## src/rtl/uart_tx.sv

```systemverilog
// uart_tx: FIFO-buffered serial transmitter that sends LSB first and moves one bit per baud tick.
// Define UART_TX_PARITY_EN to send an even-parity bit after the MSB.
module uart_tx #(
    parameter int unsigned DATA_BITS  = 8,
    parameter int unsigned FIFO_DEPTH = 4,
    parameter int unsigned STOP_BITS  = 1
) (
    input  logic                        clk,
    input  logic                        rst,
    input  logic                        tick,
    input  logic [DATA_BITS-1:0]        in_data,
    input  logic                        in_valid,
    output logic                        in_ready,
    output logic                        tx,
    output logic                        busy,
    output logic [$clog2(FIFO_DEPTH):0] fifo_count
);
    localparam int unsigned PtrW = $clog2(FIFO_DEPTH);
    localparam int unsigned CntW = PtrW + 1;
    localparam int unsigned BitW = $clog2(DATA_BITS + 1);
    localparam logic [CntW-1:0] Full     = CntW'(FIFO_DEPTH);
    localparam logic [BitW-1:0] LastBit  = BitW'(DATA_BITS);
    localparam logic            StopLast = (STOP_BITS == 2);

`ifdef UART_TX_PARITY_EN
    typedef enum logic [2:0] {StIdle, StStart, StData, StParity, StStop} state_e;
`else
    typedef enum logic [2:0] {StIdle, StStart, StData, StStop} state_e;
`endif

    // ---------------- input FIFO ----------------
    logic [DATA_BITS-1:0] mem [FIFO_DEPTH];
    logic [PtrW-1:0]      wptr_q, rptr_q;
    logic [CntW-1:0]      count_q;
    logic                 push, pop;
    logic [DATA_BITS-1:0] head;
    logic                 fifo_has;

    assign in_ready   = (count_q != Full);
    assign push       = in_valid && in_ready;
    assign fifo_count = count_q;
    assign head       = mem[rptr_q];
    assign fifo_has   = (count_q != '0);

    always_ff @(posedge clk) begin
        if (rst) begin
            wptr_q  <= '0;
            rptr_q  <= '0;
            count_q <= '0;
        end else begin
            if (push) wptr_q <= wptr_q + PtrW'(1);
            if (pop)  rptr_q <= rptr_q + PtrW'(1);
            if (push && !pop) begin
                count_q <= count_q + CntW'(1);
            end else if (!push && pop) begin
                count_q <= count_q - CntW'(1);
            end
        end
    end

    always_ff @(posedge clk) begin
        if (push && !rst) mem[wptr_q] <= in_data;
    end

    // ---------------- transmit FSM ----------------
    state_e               state_q, state_d;
    logic                 tx_q, tx_d;
    logic [DATA_BITS-1:0] shift_q, shift_d;
    logic [BitW-1:0]      bit_cnt_q, bit_cnt_d;
    logic                 stop_cnt_q, stop_cnt_d;
    logic                 load;
`ifdef UART_TX_PARITY_EN
    logic                 par_q, par_d;
`endif

    assign tx   = tx_q;
    assign busy = (state_q != StIdle);

    always_ff @(posedge clk) begin
        if (rst) begin
            state_q    <= StIdle;
            tx_q       <= 1'b1;
            shift_q    <= '0;
            bit_cnt_q  <= '0;
            stop_cnt_q <= 1'b0;
`ifdef UART_TX_PARITY_EN
            par_q      <= 1'b0;
`endif
        end else begin
            state_q    <= state_d;
            tx_q       <= tx_d;
            shift_q    <= shift_d;
            bit_cnt_q  <= bit_cnt_d;
            stop_cnt_q <= stop_cnt_d;
`ifdef UART_TX_PARITY_EN
            par_q      <= par_d;
`endif
        end
    end

    always_comb begin
        state_d    = state_q;
        tx_d       = tx_q;
        shift_d    = shift_q;
        bit_cnt_d  = bit_cnt_q;
        stop_cnt_d = stop_cnt_q;
        load       = 1'b0;
        pop        = 1'b0;
`ifdef UART_TX_PARITY_EN
        par_d      = par_q;
`endif

        unique case (state_q)
            StIdle: begin
                tx_d = 1'b1;
                if (tick && fifo_has) load = 1'b1;
            end
            StStart: begin
                if (tick) begin
                    tx_d      = shift_q[0];
                    shift_d   = {1'b0, shift_q[DATA_BITS-1:1]};
                    bit_cnt_d = BitW'(1);
                    state_d   = StData;
                end
            end
            StData: begin
                if (tick) begin
                    if (bit_cnt_q != LastBit) begin
                        tx_d      = shift_q[0];
                        shift_d   = {1'b0, shift_q[DATA_BITS-1:1]};
                        bit_cnt_d = bit_cnt_q + BitW'(1);
                    end else begin
`ifdef UART_TX_PARITY_EN
                        tx_d    = par_q;
                        state_d = StParity;
`else
                        tx_d       = 1'b1;
                        stop_cnt_d = 1'b0;
                        state_d    = StStop;
`endif
                    end
                end
            end
`ifdef UART_TX_PARITY_EN
            StParity: begin
                if (tick) begin
                    tx_d       = 1'b1;
                    stop_cnt_d = 1'b0;
                    state_d    = StStop;
                end
            end
`endif
            StStop: begin
                if (tick) begin
                    if (stop_cnt_q != StopLast) begin
                        stop_cnt_d = stop_cnt_q + 1'b1;
                    end else if (fifo_has) begin
                        // Final stop tick doubles as the next start bit: no idle gap.
                        load = 1'b1;
                    end else begin
                        tx_d    = 1'b1;
                        state_d = StIdle;
                    end
                end
            end
            default: begin
                tx_d    = 1'b1;
                state_d = StIdle;
            end
        endcase

        if (load) begin
            pop       = 1'b1;
            shift_d   = head;
            tx_d      = 1'b0;
            bit_cnt_d = '0;
            state_d   = StStart;
`ifdef UART_TX_PARITY_EN
            par_d     = ^head;
`endif
        end
    end

endmodule

```

## config.mk

```make
export PLATFORM = sky130hd
export DESIGN_NAME = uart_tx
export DESIGN_NICKNAME = d
export VERILOG_FILES = /design/src/rtl/uart_tx.sv
export SDC_FILE = /design/constraint.sdc
export NUM_CORES = 1
export LEC_CHECK = 0
export BUFFER_PORTS_ARGS = -buffer_cell sky130_fd_sc_hd__buf_2
export CAP_MARGIN = 20
export CORE_MARGIN = 1
export CORE_UTILIZATION = 55
export CTS_CLUSTER_DIAMETER = 120
export DETAILED_ROUTE_END_ITERATION = 7
export PLACE_DENSITY = 0.74
export SLEW_MARGIN = 20
export SYNTH_ARGS = -nofsm -noshare
export SYNTH_HDL_FRONTEND = slang
export SYNTH_SLANG_ARGS = --single-unit
```

## constraint.sdc

```tcl
create_clock -name clk -period 6 [get_ports clk]
set_clock_uncertainty 0.2 [all_clocks]
set_input_delay 0.6 -clock clk [delete_from_list [all_inputs] [get_ports clk]]
set_output_delay 0.6 -clock clk [all_outputs]
set_load 0.02 [all_outputs]
```

== After elaboration in Yosys (flattened, before gate mapping) ==
Memories as Yosys holds them, arrays and structs flattened. A register that Yosys moved wholly into a read port is not among the register bits.
Index checks and enable logic that the tools add are counted.

* Memory bits (writable): 32
* Memories: 1
* Logic and storage cells: 101
* Input bits: 12
* Register bits after elaboration: 24
* Output and inout bits: 6

* Bitwise logic cells: 1
* Reductions and logical operators: 22
* Equal/unequal tests: 20
* Add/sub/neg operators: 6
* Multiplexer cells: 42

{| class="wikitable"
|+ Memories
! memory !! depth !! bits a word !! rd ports !! clocked after memory_dff !! wr ports !! line !! RTL
|-
| mem || 4 || 8 || 1 || 1 || 1 || 32 || <nowiki>logic [DATA_BITS-1:0] mem [FIFO_DEPTH];</nowiki>
|}

{| class="wikitable"
|+ Operators with widths
! operator !! count
|-
| $mux W8 || 4
|-
| $mux W3 || 8
|-
| $ne A3 B3 Y1 const B || 8
|-
| $mux W1 || 19
|-
| $ne A2 B2 Y1 const B || 8
|-
| $pmux W8 S2 || 1
|-
| $reduce_and A7 Y1 || 2
|-
| $mux W4 || 3
|-
| $pmux W3 S4 || 1
|-
| $reduce_and A4 Y1 || 3
|-
| $reduce_bool A3 Y1 || 3
|-
| $pmux W4 S2 || 1
|-
| $eq A3 B2 Y1 const B || 2
|-
| $reduce_bool A2 Y1 || 3
|-
| $logic_and A1 B1 Y1 || 5
|-
| $reduce_and A5 Y1 || 1
|-
| $add A2 B1 Y2 const B || 2
|-
| $add A4 B1 Y4 const B || 1
|-
| $mux W2 || 2
|-
| $ne A4 B4 Y1 const B || 1
|-
| $pmux W1 S2 || 2
|-
| $add A3 B1 Y3 const B || 1
|-
| $eq A3 B1 Y1 const B || 1
|-
| $logic_not A1 Y1 || 3
|-
| other kinds (6) || 6
|}

== Depth between registers and ports, before layout ==
Gate-level depths: netlist of run 1.

* Depth in word-level cells: 9
* Gate-level depth with buffers: 11

== Least setup slack after synthesis of run 1 ==
OpenSTA, ideal clock, no wires.

* Kind: reg-to-reg
* Start: register state_q[0]
* End: register count_q[2] (netlist: fifo_count[2])
* Stages on the path, launching flop included: 12
* Slack: 3.462 ns
* Arrival: 2.267 ns
* Buffers on the path: 0
* Cells stage by stage: dfxtp_1 -> inv_1 -> ha_1 -> o21bai_1 -> nor3_2 -> inv_1 -> ha_1 -> inv_1 -> fa_1 -> xor2_1 -> or3_1 -> a21oi_1

* Longest elaborated chain between the ends: 6

{| class="wikitable"
|+ Ends and longest elaborated chain
! what !! line !! RTL
|-
| start, declared || 66 || <nowiki>state_e state_q, state_d;</nowiki>
|-
| start signal, assigned || 81 || <nowiki>state_q <= StIdle;</nowiki>
|-
| start signal, assigned || 90 || <nowiki>state_q <= state_d;</nowiki>
|-
| $eq A3 B2 Y1 / $logic_not A3 Y1 (equally long branches) || 113 || <nowiki>unique case (state_q)</nowiki>
|-
| $pmux W1 S2 * || 113 ||
|-
| $mux W1 * || 172 || <nowiki>if (load) begin</nowiki>
|-
| $logic_not A1 Y1 || 53 || <nowiki>if (push && !pop) begin</nowiki>
|-
| $logic_and A1 B1 Y1 || 53 ||
|-
| $mux W3 / $reduce_bool A2 Y1 (equally long branches) || - ||
|-
| end signal, assigned || 54 || <nowiki>count_q <= count_q + CntW'(1);</nowiki>
|-
| end signal, assigned || 56 || <nowiki>count_q <= count_q - CntW'(1);</nowiki>
|-
| end, declared || 34 || <nowiki>logic [CntW-1:0] count_q;</nowiki>
|}

Every way passes the cells marked *; elsewhere a longest branch is shown, timed or not.
A chain may end at the register's enable or synchronous reset.

== Final worst setup path of run 1 ==
Ends and elaborated chain as after synthesis.

==> qor_table.md, run 1 <==
| Result | This run |
|---|---|
| Status | complete, no violations |
| Total count of hold-check failures in the final report | 0 |
| RSZ-0062 raised after global routing | false |
| Portion of synthesized cell area occupied by the leading cell type | 37.3% |
| Number of enable flip-flop cells after synthesis | 32 |
| Starting DRT DRC Count | 108 |
| Category of the critical setup timing path | flop to flop |
| Largest fanout on the critical path | 6 |
| Max transition margin | 62.1% |
| First-pass GRT wire length | 7350 um |
| Number of primary I/O pins | 18 |
| Area overhead of the layout relative to synthesis | 8.06% |
| Slew Limit Fails | 0 |
| Sequential fraction of the synthesis area | 55.9% |
| Worst path bufs/invs | 3 |
| CP startpoint kind | flop |
| Diode insertion count for antenna repair | 0 |
| Total length of routed met3 wires | 124 um |
| Crit-path slowest cell | dfxtp_1 |
| Pre-antenna DRT Iters | 4 |
| Power density normalized to cell area | 442 mW/mm2 |
| Worst Hold Path Cells | 2 |
| GRT Residual Overflow | 0 |
| Maximum operating frequency | 0.351 GHz |
| Count of input and output buffers | 17 |
| Sequence of cells on the critical path | inv_1, ha_1, o21bai_1, nor3_2, inv_1, ha_1, inv_1, fa_1, xor2_1, or3_1, a21oi_1 |
| Main flop type after synthesis | edfxtp_1 |
| Net total in the final layout | 245 |
| Top post-synthesis cells by area | edfxtp_1, dfxtp_1, mux4_2, ha_1, a2111oi_2 |
| Final design instance area without fill | 0.00279 mm2 |
| Max Cap Violations | 0 |
| Number of remaining DRC errors | 0 |
| HPWL after DPL | 3180 um |
| Standard cell area after detailed placement | 0.00269 mm2 |
| Count of state elements after synthesis | 56 |
| Total of endpoints with negative setup slack in the final report | 0 |
| CP most frequent cell | inv_1 |
| Accumulated negative setup slack | 0 ps |
| Clock Tree Buf Depth | 2 |
| Die height | 70.5 um |
| Syn. warnings | 0 |
| Netlist area before placement | 0.00258 mm2 |
| Path type of the worst min-delay path | flop to flop |
| Worst hold margin | 269 ps |
| WL met1 | 1900 um |
| Chip Width | 70.5 um |
| Post-CTS setup buffer count | 0 |
| Wire per inst | 15.9 um |
| Via count normalized by instance count | 5.84 |
| Required time worst endpoint | 6030 ps |
| Via count of the first global-routing pass | 1589 |
| Largest incremental delay on the critical path | 410 ps |
| Placement Rows | 24 |
| Synthesized Nets | 228 |
| Number of antenna violations at the first check in global routing | 0 |
| Share of post-route cells with drive strength above 1 | 21.3% |
| Sinks on Clock Net | 56 |
| Data arrival time of the worst path | 2880 ps |
| Distinct cells, synth | 47 |
| Commonest non-fill, non-tap cells in the layout | edfxtp_1, dfxtp_1, nor2_1 |
| Top delay family on crit path | adder cells |
| Pin count of the biggest net entering global routing | 24 |
| Total wire length after detailed routing | 4340 um |
| Average cell area after synthesis | 12.7 um2 |
| Number of cells on the critical path | 11 |
| GR Util All Layers | 18.9% |
| Post-CTS Hold Fix Bufs | 0 |
| Cell type with the highest aggregate area in the netlist | edfxtp_1 |
| Most common cell after layout, fill and taps aside | edfxtp_1 |
| Setup slack, reg-to-reg | 3150 ps |
| Effective utilization at floorplan | 58.4% |
| CTS clock-pin slew for the worst setup and hold paths | 100 ps |
| Worst reg2reg path depth | 11 |
| Transition time at the pin with the least slew margin | 567 ps |
| TritonCTS clock tree | done |
| Peak supply drop | 234 uV |
| Weighted congestion at the end of routability-driven global placement | 0.993 |
| Inserted Clock Buffers | 5 |
| Minimum clock period after layout | 2850 ps |
| Remaining antenna violation count | 0 |
| Core area | 0.00441 mm2 |
| Tcrit/Tclk final | 47.4% |
| Mapped Cells | 203 |
| Worst-skew pair later-pin latency | 300 ps |
| Level count of the clock H-tree | 2 |
| Resize count post-CTS | 0 |
| Highest routing layer actually used | met4 |
| Die area | 0.00496 mm2 |
| Nature of the critical path endpoint | flop |
| Clock root buffer | clkbuf_8 |
| Met2 wire length | 2300 um |
| Routed vias | 1594 |
| Leakage power total | 1.00 nW |
| Proportion of register bits with asynchronous set or reset after synthesis | 0% |
==> worst reg2reg max path: stages, from the launching register on <==
cell and delay, ps:
dfxtp_1 410, inv_1 120, ha_1 370, o21bai_1 210, nor3_2 320, inv_1 130
ha_1 230, inv_1 70, fa_1 180, xor2_1 80, or3_1 310, a21oi_1 150
==> cell families after synthesis <==
kind of cell | Yosys count | share of synthesized area, %
DFF | 56 | 55.9
muxes | 10 | 7.77
buffers and inverters | 26 | 4.22
AOI/OAI and AO/OA | 38 | 12.5
xor gates and xnor gates | 7 | 2.38
and+or+nand+nor | 53 | 10.6
adders and majority gates | 13 | 6.60
==> cell type report <==
| type | instances | area, um2 |
|---|---|---|
| clock inverters | 3 | 26.3 |
| inverters | 19 | 71.3 |
| multi-input cells | 121 | 1030 |
| fillers | 346 | 1630 |
| well taps | 52 | 65.1 |
| flip-flops and latches | 56 | 1440 |
| clock buffers | 5 | 68.8 |
| repair buffers | 17 | 85.1 |
==> stage by stage <==
stage,util [%],power [W],worst slack (ps),cells
3_5_place_dp,60.9,0.00103,3210,265
4_1_cts,63.1,0.00124,3160,273
3_3_place_gp,60.9,0.00100,3370,265
6_report,63.1,0.00123,3150,273
5_1_grt,63.1,0.00131,2970,273
2_1_floorplan,-,0.000933,3460,203
==> path summary, 6_finish.rpt <==
path                    from       endpoint
hold / removal    shift_q[0]     shift_q[0]
setup reg to reg  state_q[0]  fifo_count[2]
hold reg to reg   shift_q[0]     shift_q[0]
setup / recovery  state_q[0]  fifo_count[2]
==> report_power, final <==
group          switching [W]  internal, W
clock               0.000125    0.0000853
combinational       0.000265     0.000221
sequential         0.0000623     0.000473
==> cell usage after synthesis (2+ instances only) <==
cell and n:
nand2_1 8, a2111oi_2 6, o211ai_1 2, a221oi_1 2, ha_1 12, nor3_1 2
xnor2_1 4, o22ai_1 2, inv_1 19, mux2i_1 2, a211oi_1 2, or3_1 2
o21ai_0 4, dfxtp_1 24, and2_1 6, nand4_1 2, xor2_1 3, a21oi_1 8
buf_2 3, nand3_1 3, edfxtp_1 32, mux4_2 8, nor2_1 21, clkbuf_1 3
==> state kept, by name, summed over array words and instances (netlist names), named ones only <==
signal,count
mem,32
shift_q,8
bit_cnt_q,4
fifo_count,3
rptr_q,2
state_q,2
wptr_q,2
tx,1
==> metal layers <==
metal,vias up,track usage (%)
met2,28,33.5
met1,786,24.0
li1,778,-
met3,2,3.90
met5,-,0
met4,0,3.33
No activity file was read; power rests on OpenSTA's default activity.
==> run 2: changes to the inputs <==
--- a/config.mk
+++ b/config.mk
@@ -8,7 +8,7 @@
 export BUFFER_PORTS_ARGS = -buffer_cell sky130_fd_sc_hd__buf_2
 export CAP_MARGIN = 20
 export CORE_MARGIN = 1
-export CORE_UTILIZATION = 55
+export CORE_UTILIZATION = 53
 export CTS_CLUSTER_DIAMETER = 120
 export DETAILED_ROUTE_END_ITERATION = 7
 export PLACE_DENSITY = 0.74
==> constraint.sdc (replaced) <==
create_clock -name clk -period 2.31 [get_ports clk]
set_clock_uncertainty 0.2 [all_clocks]
set_input_delay 0.231 -clock clk [delete_from_list [all_inputs] [get_ports clk]]
set_output_delay 0.231 -clock clk [all_outputs]
set_load 0.02 [all_outputs]
==> run 2 against run 1 <==
Compared with the run above: the flow now finishes with violations (negative setup slack); sequential share of layout area shrank 5.0 points; design area grew 11%; first-iteration DRC count grew 4.6%; count of clock-buffer cells in the layout is the same; critical path depth grew 1; global-route usage grew 0.42 points; register-to-register slack lost 3200 ps; core utilization grew 2.9 points; routed wire length grew 6.1%; critical path type unchanged; largest power group is now combinational cells.
==> qor_table.md, run 2 (synthesized netlist as in run 1, its figures left out) <==
| Result | This run | Change |
|---|---|---|
| Via count normalized by instance count | 5.58 | -4.5% |
| Total wire length after detailed routing | 4600 um | +6.1% |
| Remaining antenna violation count | 0 | unchanged |
| Crit path to | tx |  |
| Clock root buffer | clkbuf_8 |  |
| Diode insertion count for antenna repair | 0 | unchanged |
| Required time worst endpoint | 2320 ps | -3710 ps |
| Total of endpoints with negative setup slack in the final report | 2 | +2 |
| Largest register FFs | 32 | unchanged |
| GRT Residual Overflow | 0 | unchanged |
| HPWL after DPL | 3220 um | +1.3% |
| Number of antenna violations at the first check in global routing | 0 | unchanged |
| Sinks on Clock Net | 56 | unchanged |
| Routed vias | 1707 | +7.1% |
| Crit-path slowest cell | dfxtp_2 |  |
| Slew Limit Fails | 0 | unchanged |
| Worst reg2reg path depth | 12 | +1 |
| Data arrival time of the worst path | 2350 ps | -530 ps |
| Die area | 0.00515 mm2 | +3.7% |
| Max transition margin | 59.6% | -2.5 points |
| GR Util All Layers | 19.3% | +0.42 points |
| TritonCTS clock tree | done |  |
| Total count of hold-check failures in the final report | 0 | unchanged |
| Power density normalized to cell area | 1160 mW/mm2 | +160% |
| Top Registers | mem (32), shift_q (8), bit_cnt_q (4) |  |
| Die height | 71.7 um | +1.8% |
| Starting DRT DRC Count | 113 | +4.6% |
| Via count of the first global-routing pass | 1640 | +3.2% |
| Core area | 0.00469 mm2 | +6.3% |
| Commonest non-fill, non-tap cells in the layout | edfxtp_1, buf_4, nor2_1 |  |
| Pre-antenna DRT Iters | 4 | unchanged |
| Count of input and output buffers | 17 | unchanged |
| Clock Tree Buf Depth | 2 | unchanged |
| Path type of the worst min-delay path | input pin to flop |  |
| FF-to-FF Start | state_q[1] |  |
| Number of remaining DRC errors | 0 | unchanged |
| Minimum clock period after layout | 2340 ps | -509 ps |
| Worst-skew pair later-pin latency | 320 ps | +20 ps |
| Pwr Total | 0.00359 W | +190% |
| Wire per inst | 15.0 um | -5.3% |
| Nature of the critical path endpoint | flop |  |
| Area overhead of the layout relative to synthesis | 20.0% |  |
| Placement Rows | 25 | +4.2% |
| Final non-filler cell total | 306 | +12% |
| Peak supply drop | 561 uV | +140% |
| Largest fanout on the critical path | 3 | -3 |
| Top delay family on crit path | buffers and inverters |  |
| Most common cell after layout, fill and taps aside | edfxtp_1 |  |
| Pre-CTS worst setup slack | -47.6 ps | -3260 ps |
| Chip Width | 71.7 um | +1.8% |
| CTS clock-pin slew for the worst setup and hold paths | 110 ps | about the same |
| First-pass GRT wire length | 7600 um | +3.4% |
| Transition time at the pin with the least slew margin | 603 ps | +36.9 ps |
| Number of cells on the critical path | 12 | +1 |
| Leakage power total | 1.16 nW | +15% |
| Status | complete, but fails checks |  |
| Share of post-route cells with drive strength above 1 | 32.9% | +12 points |
| Category of the critical setup timing path | flop to flop |  |
| Sequence of cells on the critical path | inv_2, ha_4, o21bai_4, nor3_4, inv_2, buf_4, buf_4, buf_4, buf_4, buf_4, buf_4, a311o_1 |  |
| Inserted Clock Buffers | 5 | unchanged |
| Accumulated negative setup slack | -41.6 ps | -41.6 ps |
| Failing checks | negative setup slack |  |
| CP most frequent cell | buf_4 |  |
| Endpoint of the worst register-to-register path | tx |  |
| Pin count of the biggest net entering global routing | 24 | unchanged |
| Largest incremental delay on the critical path | 370 ps | -40 ps |
| Maximum operating frequency | 0.428 GHz | +22% |
| Worst Setup SP | state_q[1] |  |
| Setup slack, reg-to-reg | -30 ps | -3180 ps |
| Net total in the final layout | 276 | +13% |
| CP startpoint kind | flop |  |
| Tcrit/Tclk final | 101% | +54 points |
| Level count of the clock H-tree | 2 | unchanged |
| Effective utilization at floorplan | 54.9% | -3.5 points |
| Weighted congestion at the end of routability-driven global placement | 0.842 | -15% |
| Worst hold margin | 146 ps | -123 ps |
| Number of primary I/O pins | 18 | unchanged |
| Max Cap Violations | 0 | unchanged |
| Fin worst setup slack | -26.1 ps | -3180 ps |
| Placed cells | 282 | +6.4% |
| Reg with most FFs | mem |  |
| Worst path bufs/invs | 8 | +5 |
| RSZ-0062 raised after global routing | true |  |
## run 2: cell type report
cell class	count	area, um2
clock buffer	5	68.8
fill	340	1600
clock inverter	3	28.8
tap	54	67.6
multi-input combinational	121	1070
timing repair buffer	48	340
inverter	19	71.3
sequential	56	1450
## run 2: worst min-delay path by stage
stage,from,endpoint,depth (start not counted)
final,rst,rptr_q[0],2
after CTS,rst,rptr_q[0],2
after floorplan,rst,bit_cnt_q[0],1
after global placement,in_data[7],mem[3][7],1
after global routing,rst,rptr_q[0],2
after detailed placement,in_data[1],mem[0][1],1
## run 2: worst reg2reg max path, stage by stage (launching register included)
cell,delay (ps)
dfxtp_2,370
inv_2,60
ha_4,230
o21bai_4,180
nor3_4,140
inv_2,60
buf_4,130
buf_4,120
buf_4,120
buf_4,120
buf_4,120
buf_4,120
a311o_1,270
## run 2: power by group
group | leakage, nW | internal, W | switching, W
Clock | 0.0511 | 0.000230 | 0.000355
Sequential | 0.489 | 0.00124 | 0.000154
Combinational | 0.618 | 0.000828 | 0.000788
Total | 1.16 | 0.00230 | 0.00130
## run 2: what timing repair did
| action | in CTS | in global routing |
|---|---|---|
| pin swaps | 3 | 2 |
| gates resized for setup | 1 | 1 |
| hold buffers | 9 | 0 |
| buffers inserted | 7 | 0 |
| setup endpoints to repair | 1 | 3 |
| hold endpoints to repair | 33 | 0 |
## run 2: routing by layer
| metal | up-vias | global-route usage (%) | part of all wire (%) |
|---|---|---|---|
| met2 | 34 | 32.9 | 50 |
| met5 | - | 0 | 0 |
| met4 | 0 | 5.66 | 1.2 |
| li1 | 842 | - | - |
| met3 | 6 | 2.95 | 3.3 |
| met1 | 825 | 25.9 | 45 |
## run 2: per-stage QoR
stage | utilization [%] | instance area, um2
floorplan | - | 2630
global placement | 60.8 | 2850
detailed placement | 60.8 | 2850
CTS | 65.9 | 3090
global route | 65.9 | 3090
finish | 65.9 | 3090
==> run 3: changes to the inputs <==
--- a/config.mk
+++ b/config.mk
@@ -11,7 +11,7 @@
 export CORE_UTILIZATION = 53
 export CTS_CLUSTER_DIAMETER = 120
 export DETAILED_ROUTE_END_ITERATION = 7
-export PLACE_DENSITY = 0.74
+export PLACE_DENSITY_LB_ADDON = 0.08
 export SLEW_MARGIN = 20
 export SYNTH_ARGS = -nofsm -noshare
 export SYNTH_HDL_FRONTEND = slang
==> run 3 against run 2 <==
Compared with the run above: the flow still finishes with violations (negative setup slack); register-to-register slack got worse by 20 ps; sequential power barely moved; total power rose by 1.0%; die area did not move; critical path depth fell by 1; design area rose by 0.12%; setup slack got worse by 21 ps; hold slack improved by 20 ps; largest cell class unchanged; critical endpoint is now fifo_count[2]; via count barely moved; non-clock buffer count fell by 1; first-iteration DRC count fell by 32%; flip-flop and latch count did not move.
==> qor_table.md, run 3 (synthesized netlist as in run 1, its figures left out) <==
| Result | This run | Change |
|---|---|---|
| Power density normalized to cell area | 1170 mW/mm2 | +0.91% |
| Accumulated negative setup slack | -82.9 ps | -41.3 ps |
| CP most frequent cell | inv_2 |  |
| Largest incremental delay on the critical path | 370 ps | about the same |
| Fin worst setup slack | -47.4 ps | -21.3 ps |
| Setup slack, reg-to-reg | -50 ps | -20 ps |
| Clock root buffer | clkbuf_8 |  |
| Leakage power total | 1.15 nW | -0.32% |
| Total of endpoints with negative setup slack in the final report | 2 | unchanged |
| Slew Limit Fails | 0 | unchanged |
| Reg with most FFs | mem |  |
| Final design utilization | 66.0% | +0.080 points |
| Crit-path slowest cell | dfxtp_2 |  |
| Fill cell total of the finished layout | 361 | +6.2% |
| Number of primary I/O pins | 18 | unchanged |
| Count of input and output buffers | 17 | unchanged |
| Nature of the critical path endpoint | flop |  |
| Category of the critical setup timing path | flop to flop |  |
| Die height | 71.7 um | unchanged |
| FF-to-FF Start | state_q[1] |  |
| Net total in the final layout | 275 | -0.36% |
| GRT Residual Overflow | 0 | unchanged |
| Max Cap Violations | 0 | unchanged |
| Worst reg2reg path depth | 11 | -1 |
| Endpoint of the worst register-to-register path | fifo_count[2] |  |
| Number of remaining DRC errors | 0 | unchanged |
| Number of antenna violations at the first check in global routing | 0 | unchanged |
| Largest fanout on the critical path | 3 | unchanged |
| Required time worst endpoint | 2350 ps | +30 ps |
| Total wire length after detailed routing | 4830 um | +4.9% |
| Max transition margin | 64.0% | +4.4 points |
| Largest register FFs | 32 | unchanged |
| Via count normalized by instance count | 5.59 | +0.27% |
| Core area | 0.00469 mm2 | unchanged |
| Routed vias | 1706 | -0.059% |
| Wire per inst | 15.8 um | +5.3% |
| Clock Tree Buf Depth | 2 | unchanged |
| Chip Width | 71.7 um | unchanged |
| Data arrival time of the worst path | 2400 ps | +50 ps |
| Worst Hold Path Cells | 2 | unchanged |
| Sinks on Clock Net | 56 | unchanged |
| Tcrit/Tclk final | 102% | +0.92 points |
| Remaining antenna violation count | 0 | unchanged |
| Diode insertion count for antenna repair | 0 | unchanged |
| Placed cells | 280 | -0.71% |
| Peak supply drop | 564 uV | +0.56% |
| Most common cell after layout, fill and taps aside | edfxtp_1 |  |
| Starting DRT DRC Count | 77 | -32% |
| CTS clock-pin slew for the worst setup and hold paths | 100 ps | about the same |
| Maximum operating frequency | 0.424 GHz | -0.90% |
| Pin count of the biggest net entering global routing | 24 | unchanged |
| Commonest non-fill, non-tap cells in the layout | edfxtp_1, nor2_1, buf_4 |  |
| Weighted congestion at the end of routability-driven global placement | 0.895 | +6.3% |
| Worst Hold Endpoint | fifo_count[1] |  |
| Level count of the clock H-tree | 2 | unchanged |
| Effective utilization at floorplan | 54.9% | unchanged |
| CP startpoint kind | flop |  |
| GR Util All Layers | 20.6% | +1.3 points |
| Status | complete, but fails checks |  |
| Startpoint of the tightest hold check path | rst |  |
| Placement Rows | 25 | unchanged |
| Final non-filler cell total | 305 | -0.33% |
| Top Registers | mem (32), shift_q (8), bit_cnt_q (4) |  |
| Number of cells on the critical path | 11 | -1 |
| Share of post-route cells with drive strength above 1 | 33.1% | +0.13 points |
| Die area | 0.00515 mm2 | unchanged |
| Inserted Clock Buffers | 5 | unchanged |
| TritonCTS clock tree | done |  |
| HPWL after DPL | 3350 um | +4.0% |
| First-pass GRT wire length | 8000 um | +5.4% |
| Worst-skew pair later-pin latency | 310 ps | about the same |
| Worst path bufs/invs | 3 | -5 |
| Pre-antenna DRT Iters | 4 | unchanged |
| Minimum clock period after layout | 2360 ps | +21.3 ps |
| RSZ-0062 raised after global routing | true |  |
| Top delay family on crit path | adder cells |  |
| Transition time at the pin with the least slew margin | 540 ps | -63.8 ps |
| Total count of hold-check failures in the final report | 0 | unchanged |
| Area overhead of the layout relative to synthesis | 20.2% |  |
| Failing checks | negative setup slack |  |
| Path type of the worst min-delay path | input pin to flop |  |
| Via count of the first global-routing pass | 1795 | +9.5% |
| Sequence of cells on the critical path | inv_2, ha_4, o21bai_4, nor3_4, inv_2, ha_4, inv_2, fa_2, xor2_1, or3_1, a21oi_2 |  |
==> run 3: timing repair <==
item / in CTS / in global routing
gates cloned: 0 / 0
hold buffers: 9 / 0
resized for setup: 3 / 1
endpoints found under the hold margin: 33 / 0
setup buffers: 6 / 2
pin swaps: 2 / 1
endpoints found under the setup margin: 2 / 5
==> run 3: worst max path at each step <==
stage | endpoint | from | slack, ps
after floorplan | fifo_count[2] | state_q[0] | -20
after global placement | fifo_count[2] | state_q[0] | 20
after detailed placement | fifo_count[2] | state_q[1] | -80
after global routing | fifo_count[2] | state_q[0] | -140
final | fifo_count[2] | state_q[1] | -50
after CTS | fifo_count[2] | state_q[1] | -50
==> run 3: worst reg2reg max path: cells and delay by family, from the launching register on <==
| kind | cells | cell delay, ps |
|---|---|---|
| simple gates | 2 | 380 |
| compound gates | 2 | 270 |
| fa+ha+maj | 3 | 730 |
| xor+xnor | 1 | 170 |
| flops | 1 | 370 |
| buf+inv | 3 | 190 |
==> run 3: layer usage <==
layer  vias to the layer above  global-route usage [%]  part of all wire (%)
met5                         -                       0                     0
met2                        35                    37.8                    52
met1                       826                    24.2                    44
li1                        838                       -                     -
met3                         7                    3.09                   2.9
met4                         0                    8.28                   1.3
==> run 3: where the power goes <==
group / switching, W / internal (W)
clock: 0.000344 / 0.000226
combinational: 0.000812 / 0.000856
sequential: 0.000154 / 0.00124
==> run 3: per-stage QoR <==
stage / cell area (um2) / worst slack [ps] / hold WS, ps / power, W
global route: 3100 / -139 / 182 / 0.00386
finish: 3100 / -47.4 / 166 / 0.00363
CTS: 3080 / -45.3 / 152 / 0.00360
global placement: 2840 / 24.0 / 240 / 0.00286
detailed placement: 2840 / -76.1 / 248 / 0.00293
floorplan: 2630 / -23.1 / 121 / 0.00253
==> run 3: cell type report <==
type | instances | area (um2) | share of cell area [%]
inverters | 19 | 71.3 | 2.30
clock inverters | 3 | 26.3 | 0.848
multi-input cells | 121 | 1080 | 35.0
well taps | 54 | 67.6 | 2.18
clock buffers | 5 | 68.8 | 2.22
repair buffers | 47 | 333 | 10.7
flip-flops and latches | 56 | 1450 | 46.7
